==> src/rtl/hazard_ctrl_pkg.sv <==
// Shared definitions for the pipeline hazard controller: FSM encodings (decoded by
// debug tooling from state_o), timeout default and the stage-control bundle.
package hazard_ctrl_pkg;

    localparam logic [1:0] ST_RUN        = 2'd0;
    localparam logic [1:0] ST_MEM_WAIT   = 2'd1;
    localparam logic [1:0] ST_FLUSH_PEND = 2'd2;
    localparam logic [1:0] ST_FAULT      = 2'd3;

    localparam int MEM_TIMEOUT_DEFAULT = 16;
    localparam int WAIT_CNT_W          = 8;

    typedef struct packed {
        logic pc_hold;
        logic pc_redirect_en;
        logic if_id_hold;
        logic if_id_flush;
        logic id_ex_flush;
        logic id_ex_hold;
        logic ex_mem_hold;
        logic mem_wb_bubble;
    } stage_ctrl_t;

    localparam stage_ctrl_t CTRL_IDLE = '0;

    function automatic stage_ctrl_t ctrl_freeze();
        stage_ctrl_t c;
        c               = CTRL_IDLE;
        c.pc_hold       = 1'b1;
        c.if_id_hold    = 1'b1;
        c.id_ex_hold    = 1'b1;
        c.ex_mem_hold   = 1'b1;
        c.mem_wb_bubble = 1'b1;
        return c;
    endfunction

    function automatic stage_ctrl_t ctrl_redirect();
        stage_ctrl_t c;
        c                = CTRL_IDLE;
        c.pc_redirect_en = 1'b1;
        c.if_id_flush    = 1'b1;
        c.id_ex_flush    = 1'b1;
        return c;
    endfunction

    function automatic stage_ctrl_t ctrl_load_use();
        stage_ctrl_t c;
        c             = CTRL_IDLE;
        c.pc_hold     = 1'b1;
        c.if_id_hold  = 1'b1;
        c.id_ex_flush = 1'b1;
        return c;
    endfunction

endpackage

==> src/rtl/hazard_ctrl_mem_wait_timer.sv <==
// Data-memory wait-state counter: clear-to-1, saturating increment, and the
// timeout compare reduced to a single expired flag.
module mem_wait_timer
    import hazard_ctrl_pkg::*;
#(
    parameter int TIMEOUT = MEM_TIMEOUT_DEFAULT
) (
    input  logic clk,
    input  logic reset,
    input  logic clr,
    input  logic en,
    output logic expired
);

    localparam logic [WAIT_CNT_W-1:0] CNT_MAX     = '1;
    localparam logic [WAIT_CNT_W-1:0] TIMEOUT_CNT = WAIT_CNT_W'(TIMEOUT);

    logic [WAIT_CNT_W-1:0] wait_cnt;

    // The clearing cycle is itself the first stalled cycle, hence the load of 1.
    always_ff @(posedge clk) begin
        if (reset) begin
            wait_cnt <= '0;
        end else if (clr) begin
            wait_cnt <= WAIT_CNT_W'(1);
        end else if (en && (wait_cnt != CNT_MAX)) begin
            wait_cnt <= wait_cnt + WAIT_CNT_W'(1);
        end
    end

    assign expired = (wait_cnt == TIMEOUT_CNT);

endmodule

==> src/rtl/hazard_ctrl.sv <==
// Pipeline hazard controller: load-use bubbles, mispredict squash and memory-wait
// freeze with timeout fault. Optional perf counters under HAZARD_PERF_CNT_EN.
module hazard_ctrl
    import hazard_ctrl_pkg::*;
#(
    parameter int MEM_TIMEOUT = MEM_TIMEOUT_DEFAULT
) (
    input  logic        clk,
    input  logic        reset,
    input  logic [4:0]  id_rs1_addr_i,
    input  logic [4:0]  id_rs2_addr_i,
    input  logic        id_rs1_used_i,
    input  logic        id_rs2_used_i,
    input  logic [4:0]  ex_reg_wr_addr_i,
    input  logic        ex_reg_wr_sig_i,
    input  logic        ex_is_load_i,
    input  logic        br_mispredict_i,
    input  logic        mem_req_i,
    input  logic        mem_ready_i,
    output logic        pc_hold_o,
    output logic        pc_redirect_en_o,
    output logic        if_id_hold_o,
    output logic        if_id_flush_o,
    output logic        id_ex_flush_o,
    output logic        id_ex_hold_o,
    output logic        ex_mem_hold_o,
    output logic        mem_wb_bubble_o,
    output logic        fault_o,
    output logic [1:0]  state_o,
    output logic [31:0] stall_cycles_o,
    output logic [31:0] flush_count_o
);

    logic [1:0]  state;
    logic [1:0]  state_nxt;
    logic        load_use;
    logic        mem_stall;
    logic        expired;
    logic        timer_clr;
    logic        timer_en;
    stage_ctrl_t ctrl;
    stage_ctrl_t ctrl_out;

    assign load_use = ex_is_load_i & ex_reg_wr_sig_i & (ex_reg_wr_addr_i != 5'd0) &
                      ((id_rs1_used_i & (id_rs1_addr_i == ex_reg_wr_addr_i)) |
                       (id_rs2_used_i & (id_rs2_addr_i == ex_reg_wr_addr_i)));
    assign mem_stall = mem_req_i & ~mem_ready_i;

    mem_wait_timer #(
        .TIMEOUT (MEM_TIMEOUT)
    ) u_mem_wait_timer (
        .clk     (clk),
        .reset   (reset),
        .clr     (timer_clr),
        .en      (timer_en),
        .expired (expired)
    );

    always_comb begin
        state_nxt = state;
        ctrl      = CTRL_IDLE;
        timer_clr = 1'b0;
        timer_en  = 1'b0;
        case (state)
            ST_RUN: begin
                if (mem_stall) begin
                    ctrl      = ctrl_freeze();
                    timer_clr = 1'b1;
                    state_nxt = br_mispredict_i ? ST_FLUSH_PEND : ST_MEM_WAIT;
                end else if (br_mispredict_i) begin
                    ctrl = ctrl_redirect();
                end else if (load_use) begin
                    ctrl = ctrl_load_use();
                end
            end
            ST_MEM_WAIT, ST_FLUSH_PEND: begin
                if (mem_stall) begin
                    ctrl     = ctrl_freeze();
                    timer_en = 1'b1;
                    if (expired) begin
                        state_nxt = ST_FAULT;
                    end else if (br_mispredict_i) begin
                        state_nxt = ST_FLUSH_PEND;
                    end
                end else begin
                    // Release (ready or abandoned access): the pipeline moves this
                    // cycle, so a pending flush or a live hazard must act now.
                    state_nxt = ST_RUN;
                    if ((state == ST_FLUSH_PEND) || br_mispredict_i) begin
                        ctrl = ctrl_redirect();
                    end else if (load_use) begin
                        ctrl = ctrl_load_use();
                    end
                end
            end
            default: begin
                ctrl = ctrl_freeze();
            end
        endcase
    end

    always_comb begin
        ctrl_out             = ctrl;
        ctrl_out.if_id_flush = ctrl.if_id_flush & ~ctrl.if_id_hold;
        ctrl_out.id_ex_flush = ctrl.id_ex_flush & ~ctrl.id_ex_hold;
        if (reset) begin
            ctrl_out             = CTRL_IDLE;
            ctrl_out.if_id_flush = 1'b1;
            ctrl_out.id_ex_flush = 1'b1;
        end
    end

    always_ff @(posedge clk) begin
        if (reset) begin
            state <= ST_RUN;
        end else begin
            state <= state_nxt;
        end
    end

    assign pc_hold_o        = ctrl_out.pc_hold;
    assign pc_redirect_en_o = ctrl_out.pc_redirect_en;
    assign if_id_hold_o     = ctrl_out.if_id_hold;
    assign if_id_flush_o    = ctrl_out.if_id_flush;
    assign id_ex_flush_o    = ctrl_out.id_ex_flush;
    assign id_ex_hold_o     = ctrl_out.id_ex_hold;
    assign ex_mem_hold_o    = ctrl_out.ex_mem_hold;
    assign mem_wb_bubble_o  = ctrl_out.mem_wb_bubble;
    assign fault_o          = ~reset & (state == ST_FAULT);
    assign state_o          = reset ? ST_RUN : state;

`ifdef HAZARD_PERF_CNT_EN
    logic [31:0] stall_cnt;
    logic [31:0] flush_cnt;
    logic        any_hold;

    assign any_hold = ctrl_out.pc_hold | ctrl_out.if_id_hold |
                      ctrl_out.id_ex_hold | ctrl_out.ex_mem_hold;

    always_ff @(posedge clk) begin
        if (reset) begin
            stall_cnt <= '0;
            flush_cnt <= '0;
        end else begin
            if (any_hold && (stall_cnt != '1)) begin
                stall_cnt <= stall_cnt + 32'd1;
            end
            if (ctrl_out.pc_redirect_en && (flush_cnt != '1)) begin
                flush_cnt <= flush_cnt + 32'd1;
            end
        end
    end

    assign stall_cycles_o = stall_cnt;
    assign flush_count_o  = flush_cnt;
`else
    assign stall_cycles_o = '0;
    assign flush_count_o  = '0;
`endif

endmodule

==> config.mk <==
export PLATFORM = sky130hd
export DESIGN_NAME = hazard_ctrl
export DESIGN_NICKNAME = d
export VERILOG_FILES = /design/src/rtl/hazard_ctrl_pkg.sv /design/src/rtl/hazard_ctrl_mem_wait_timer.sv /design/src/rtl/hazard_ctrl.sv
export SDC_FILE = /design/constraint.sdc
export NUM_CORES = 1
export LEC_CHECK = 0
export CAP_MARGIN = 20
export CORE_ASPECT_RATIO = 1.5
export CORE_UTILIZATION = 39
export CTS_BUF_LIST = sky130_fd_sc_hd__clkbuf_2 sky130_fd_sc_hd__clkbuf_4 sky130_fd_sc_hd__clkbuf_8
export DETAILED_ROUTE_END_ITERATION = 10
export GPL_ROUTABILITY_DRIVEN = 0
export GPL_TIMING_DRIVEN = 0
export PLACE_DENSITY = 0.91
export SKIP_LAST_GASP = 1
export SLEW_MARGIN = 5
export SYNTH_ARGS = -nofsm -noshare
export SYNTH_HDL_FRONTEND = slang
export SYNTH_HIERARCHICAL = 1
export SYNTH_SLANG_ARGS = --single-unit
==> constraint.sdc <==
create_clock -name clk -period 3.5 [get_ports clk]
set_input_delay 0.7 -clock clk [delete_from_list [all_inputs] [get_ports clk]]
set_output_delay 0.7 -clock clk [all_outputs]
set_load 0.01 [all_outputs]
# Word level (Yosys, flattened, before mapping)
# Index checks and enable logic that the tools add are counted.
dict set report classes {
  n_eq_ne 9
  n_reduce_logical 9
  add_sub_neg 1
  bitwise 14
  muxes 19
}
# cell n
set ops {}
lappend ops {{$mux 8} 6}
lappend ops {{$pmux 8 s2} 1}
lappend ops {{$mux 2} 6}
lappend ops {{$eq 5x5->1} 2}
lappend ops {{$and 1x1->1} 9}
lappend ops {{$add 8x1->8 const B} 1}
lappend ops {{$eq 8x5->1 const B} 1}
lappend ops {{$ne 8x8->1 const B} 1}
lappend ops {{$mux 1} 5}
lappend ops {{$reduce_bool 5->1} 1}
lappend ops {{$eq 2x2->1 const B} 2}
lappend ops {{$ne 4x4->1 const B} 1}
lappend ops {{$not 1->1} 4}
lappend ops {{$pmux 2 s2} 1}
lappend ops {{$reduce_bool 2->1} 2}
lappend ops {{$reduce_or 2->1} 2}
lappend ops {{$reduce_and 3->1} 1}
lappend ops {{$eq 2x1->1 const B} 1}
lappend ops {{$logic_not 2->1} 1}
lappend ops {{$ne 2x2->1 const B} 1}
lappend ops {{$logic_and 1x1->1} 1}
lappend ops {{$logic_or 1x1->1} 1}
lappend ops {{$or 1x1->1} 1}
dict set report totals {
  ff_bits 10
  output_inout_bits 75
  input_bits 24
}

# Logic depth before layout (Yosys ltp)
dict set report logic_depth {
  word_depth 11
  depth_mapped 7
  depth_no_buf 7
}

# Hierarchy
# The synthesis kept the hierarchy.
# mod area_each_um2 instances cells_each
set by_module_without_submodules {}
lappend by_module_without_submodules {hazard_ctrl 933.4 1 127}
lappend by_module_without_submodules {mem_wait_timer 488.0 1 56}

# Least setup slack after synthesis
# No wires, ideal clock.
dict set report synth_timing {
  path_kind {input to output}
  from {input ex_reg_wr_addr_i[3]}
  to {output pc_hold_o}
  stages 5
  path_slack_ns 0.678
  arrival_time_ns 2.122
  cell_sequence {xor2_1 nor4_2 a32oi_1 o41ai_1 buf_4}
}
dict set report synth_via {
  elab_chain_len 9
  elab_cells_between_ends 15
  cone_classes {eq/ne (2); mux (7); bitwise (5); reduce/logical (1)}
}
# element line
set synth_lines {}
lappend synth_lines {{start, declared} hazard_ctrl.sv:14} ;# input logic [4:0] ex_reg_wr_addr_i,
lappend synth_lines {{$eq 5x5->1 (on tied branches)} {hazard_ctrl.sv:45, hazard_ctrl.sv:46}}
lappend synth_lines {{$and 1x1->1 (on tied branches)} {hazard_ctrl.sv:45, hazard_ctrl.sv:46}}
lappend synth_lines {{$or 1x1->1} hazard_ctrl.sv:45} ;# ((id_rs1_used_i & (id_rs1_addr_i == ex_reg_wr_addr_i)) |
lappend synth_lines {{$and 1x1->1 (*)} hazard_ctrl.sv:44} ;# assign load_use = ex_is_load_i & ex_reg_wr_sig_i & (ex_reg_wr_addr_i != 5'd0) &
lappend synth_lines {{$mux 8 (*)} {hazard_ctrl.sv:72, hazard_ctrl.sv:91}}
lappend synth_lines {{$mux 8 (on tied branches)} {hazard_ctrl.sv:89, hazard_ctrl.sv:70}}
lappend synth_lines {{$mux 8 (on tied branches)} {hazard_ctrl.sv:77, hazard_ctrl.sv:66}}
lappend synth_lines {{$pmux 8 s2 (*)} hazard_ctrl.sv:64} ;# case (state)
lappend synth_lines {{$mux 8 (*)} hazard_ctrl.sv:106} ;# if (reset) begin
lappend synth_lines {{end, declared} hazard_ctrl.sv:20} ;# output logic pc_hold_o,
# Mark *: on every way between the ends. The rest lies on a longest branch, timed or not.

# Worst setup path in the final report
dict set report layout_timing {
  from {input id_rs2_addr_i[1]}
  to {output if_id_flush_o}
}
dict set report layout_via {
  elab_chain_len 11
  elab_cells_between_ends 13
  cone_classes {eq/ne (1); mux (7); bitwise (5)}
}
# element line
set layout_lines {}
lappend layout_lines {{start, declared} hazard_ctrl.sv:11} ;# input logic [4:0] id_rs2_addr_i,
lappend layout_lines {{$eq 5x5->1 (*)} hazard_ctrl.sv:46} ;# (id_rs2_used_i & (id_rs2_addr_i == ex_reg_wr_addr_i)));
lappend layout_lines {{$and 1x1->1 (*)} hazard_ctrl.sv:46}
lappend layout_lines {{$or 1x1->1 (*)} hazard_ctrl.sv:45}
lappend layout_lines {{$and 1x1->1 (*)} hazard_ctrl.sv:44}
lappend layout_lines {{$mux 8 (*)} {hazard_ctrl.sv:72, hazard_ctrl.sv:91}}
lappend layout_lines {{$mux 8 (on tied branches)} {hazard_ctrl.sv:89, hazard_ctrl.sv:70}}
lappend layout_lines {{$mux 8 (on tied branches)} {hazard_ctrl.sv:77, hazard_ctrl.sv:66}}
lappend layout_lines {{$pmux 8 s2 (*)} hazard_ctrl.sv:64}
lappend layout_lines {{$not 1->1 (*)} hazard_ctrl.sv:104} ;# ctrl_out.if_id_flush = ctrl.if_id_flush & ~ctrl.if_id_hold;
lappend layout_lines {{$and 1x1->1 (*)} hazard_ctrl.sv:104}
lappend layout_lines {{$mux 8 (*)} hazard_ctrl.sv:106}
lappend layout_lines {{end, declared} hazard_ctrl.sv:23} ;# output logic if_id_flush_o,
# Marks and branches as above.

==> run_results.csv <==
group,metric,value,unit
logic_synthesis,ys_ff_latch,10,
setup_path,worst_r2r_path_depth,6,
setup_path,setup.worst_path.start_class,"input port",
sta,skew,0.8679,ps
logic_synthesis,synth_area_leaders,"buf_4 (36%), dfxtp_1 (14%), ha_1 (5.3%)",
global_route,grt_pass1_vias,1135,
global_route,grt.met3_usage,0.05622,
min_path,min_path_cells,2,
place,hpwl,2546,microns
final_layout,regArea,200.2,sq um
logic_synthesis,synth_top_flop_cell,"dfxtp_1",
detailed_routing,antenna_left,0,
clock_tree,clockBufferDepth,2,
final_layout,nets,315,
logic_synthesis,seq_area_frac_synth,0.1408,
logic_synthesis,netlist_instances,183,
place,dp_cells,322,
setup_path,critPathMostFrequentCell,"clkdlybuf4s50_1",
setup_path,crit_path_end_kind,"output pin",
clock_tree,postCtsSetupBuffers,0,
place,io_buffers,34,
global_route,grt-ovfl-total,0,
setup_path,worstReg2RegEnd,"u_mem_wait_timer/wait_cnt[5]$_SDFFE_PP0P_",
floorplan,start_util,0.4122,
detailed_routing,vias,1378,
logic_synthesis,syn_area,1421,sq um
sta,setup_viol,0,
global_route,grtUsageTotal,0.1571,
detailed_routing,wire_per_inst,9.772,microns
global_route,use_met1,0.1244,
final_layout,fillCellCount,314,
sta,fmax,0.2909,GHz
global_route,grt_util_met2,0.3026,
floorplan,pin_count,99,
clock_tree,h-tree-depth,1,
setup_path,cp.arrival,2740,ps
setup_path,crit_family,"buffers and inverters",
floorplan,die-width,51.29,microns
min_path,min_from,"u_mem_wait_timer/wait_cnt[1]$_SDFFE_PP0P_",
logic_synthesis,synth_edf_count,0,
min_path,min_to,"u_mem_wait_timer/wait_cnt[1]$_SDFFE_PP0P_",
logic_synthesis,synth_warnings,6,
outcome,status,"complete, no violations",
sta,min_period_over_period,0.9820,
setup_path,crit_buf_inv,2,
setup_path,reg2reg_slack,1380,ps
sta,hold_viol,0,
power,vdd_ir_drop_max,0.1969,mV
global_route,busiest_layer,"met2",
setup_path,path_cells,"clkdlybuf4s50_1, xor2_1, nor4_2, a32oi_2, o41a_1, clkdlybuf4s50_1",
detailed_routing,avgViaCountPerCell,4.240,
clock_tree,clk_pin_slew_worst_paths,50,ps
global_route,grt_pass1_wl,4678,microns
floorplan,die_h,75.94,microns
detailed_routing,dr.pass1.iters,4,
sta,rsz0062_at_grt,"yes",
final_layout,stdcell_count,325,
setup_path,timing_worst_setup_path_type,"input port to output pin",
flow_run,drv_cap,0,
power,p_total,432.2,uW
setup_path,max_stage_delay,480,ps
logic_synthesis,ys_types,43,
clock_tree,root_buffer,"clkbuf_8",
logic_synthesis,synth_async_sr_flop_share,0,
power,power.density,205.0,nW/um^2
final_layout,area_growth,48.33,%
setup_path,r2r-start,"state[0]$_SDFFE_PP0P_",
final_layout,n_antenna_cell,0,
final_layout,drive_above_1_share,0.2862,
power,p_leak,1.077,nW
setup_path,critPathMaxFanout,3,
sta,drv_slew,0,
global_route,grt_max_degree,11,
setup_path,required,2800,ps
logic_synthesis,avgSynthCellArea,7.767,sq um
clock_tree,cts_hold_buf,0,
clock_tree,cts_sinks,10,
clock_tree,cts_buffers,3,
detailed_routing,drc_errors,0,
detailed_routing,wl,3176,microns
final_layout,multiInputGateArea,927.1,sq um
floorplan,fp.coreArea,3448,sq um
setup_path,critPathSlowestCell,"clkdlybuf4s50_1",
min_path,hold_class,"flop to flop",
global_route,antenna_found_initial,0,
floorplan,rows,26,
logic_synthesis,synth.top_cell.area_share,0.3592,
clock_tree,cts_tree,"yes",
setup_path,crit_cells,6,
clock_tree,clock_latency,240,ps
logic_synthesis,synth_top_cell_by_area,"buf_4",
sta,post-route-min-period,3437,ps
floorplan,fp.dieArea,3895,sq um
detailed_routing,drt_iter0_markers,68,
-- cells in the mapped netlist, drive strengths merged (4+ instances only) --
master	instances
nand2	7
buf	69
a21oi	5
nor4	4
nor2	11
dfxtp	10
o21ai	6
nor3	5
ha	6
xor2	8
inv	7
a211oi	6
-- kinds of logic after synthesis --
kind of cell | share of synthesized area
compound gates | 0.1417
mux | 0.01409
flops | 0.1408
fa+ha+maj | 0.05282
xor+xnor | 0.06162
buf+inv | 0.3882
other cells | 0.002638
simple gates | 0.1981
-- worst max path at each step --
stage	end	start
detailed placement	pc_hold_o	ex_reg_wr_addr_i[3]
finish	if_id_flush_o	id_rs2_addr_i[1]
global route	if_id_flush_o	id_rs2_addr_i[1]
floorplan	pc_hold_o	ex_reg_wr_addr_i[3]
CTS	if_id_flush_o	id_rs2_addr_i[1]
global placement	pc_hold_o	ex_reg_wr_addr_i[3]
-- layer usage --
layer,part of all wire,vias to the layer above
met5,0,-
met4,0.0031,0
met3,0.13,4
met2,0.54,89
met1,0.33,587
li1,-,698
-- cell usage in the layout (no fill, tap or decap), drive strengths merged, types with 4 or more instances in the layout --
| master | n |
|---|---|
| conb | 64 |
| nand2 | 7 |
| ha | 6 |
| nor4 | 4 |
| a21oi | 5 |
| nor3 | 5 |
| clkdlybuf4s50 | 30 |
| o21ai | 6 |
| dfxtp | 10 |
| nor2 | 11 |
| buf | 69 |
| dlygate4sd2 | 4 |
| inv | 7 |
| a211oi | 6 |
| clkbuf | 4 |
| xor2 | 8 |
-- layout make-up --
cell class,instances,share of cell area
Sequential cell,10,0.09496
Tap cell,42,0.02493
Timing Repair Buffer,34,0.1591
Inverter,7,0.01246
Clock buffer,3,0.01958
Buffer,70,0.2493
Multi-Input combinational cell,159,0.4398
-- worst register-to-register path: stages, from the launching register on --
cell,delay (ps)
dfxtp_1,370
inv_1,100
ha_1,400
and2_1,360
nand4_1,280
a211oi_2,310
mux2i_1,220
-- flip-flops by register name, indices dropped and copies added (netlist names) --
signal                     cells
state                          2
u_mem_wait_timer/wait_cnt      8
-- power by group --
group	internal, mW	total [mW]	switching, mW
clock	0.0753	0.120	0.0446
combinational	0.103	0.192	0.0886
sequential	0.117	0.120	0.00337
-- metrics by stage --
stage	TNS, ps	utilization	worst slack (ps)	cell area (sq um)	hold slack, ps
floorplan	0	-	677.7	1658	464.6
CTS	0	0.6096	50.06	2102	506.1
global route	-118.1	0.6114	-66.95	2108	523.2
finish	0	0.6114	62.94	2108	500.3
detailed placement	-519.5	0.5947	-297.0	2051	499.5
global placement	-453.2	0.5947	-265.1	2051	479.9
-- what timing repair did --
action                                  4_1_cts  5_1_grt
endpoints found under the setup margin        3        2
pin swaps                                     4        0
resized for setup                             6        1
No activity file was read; power rests on OpenSTA's default activity.
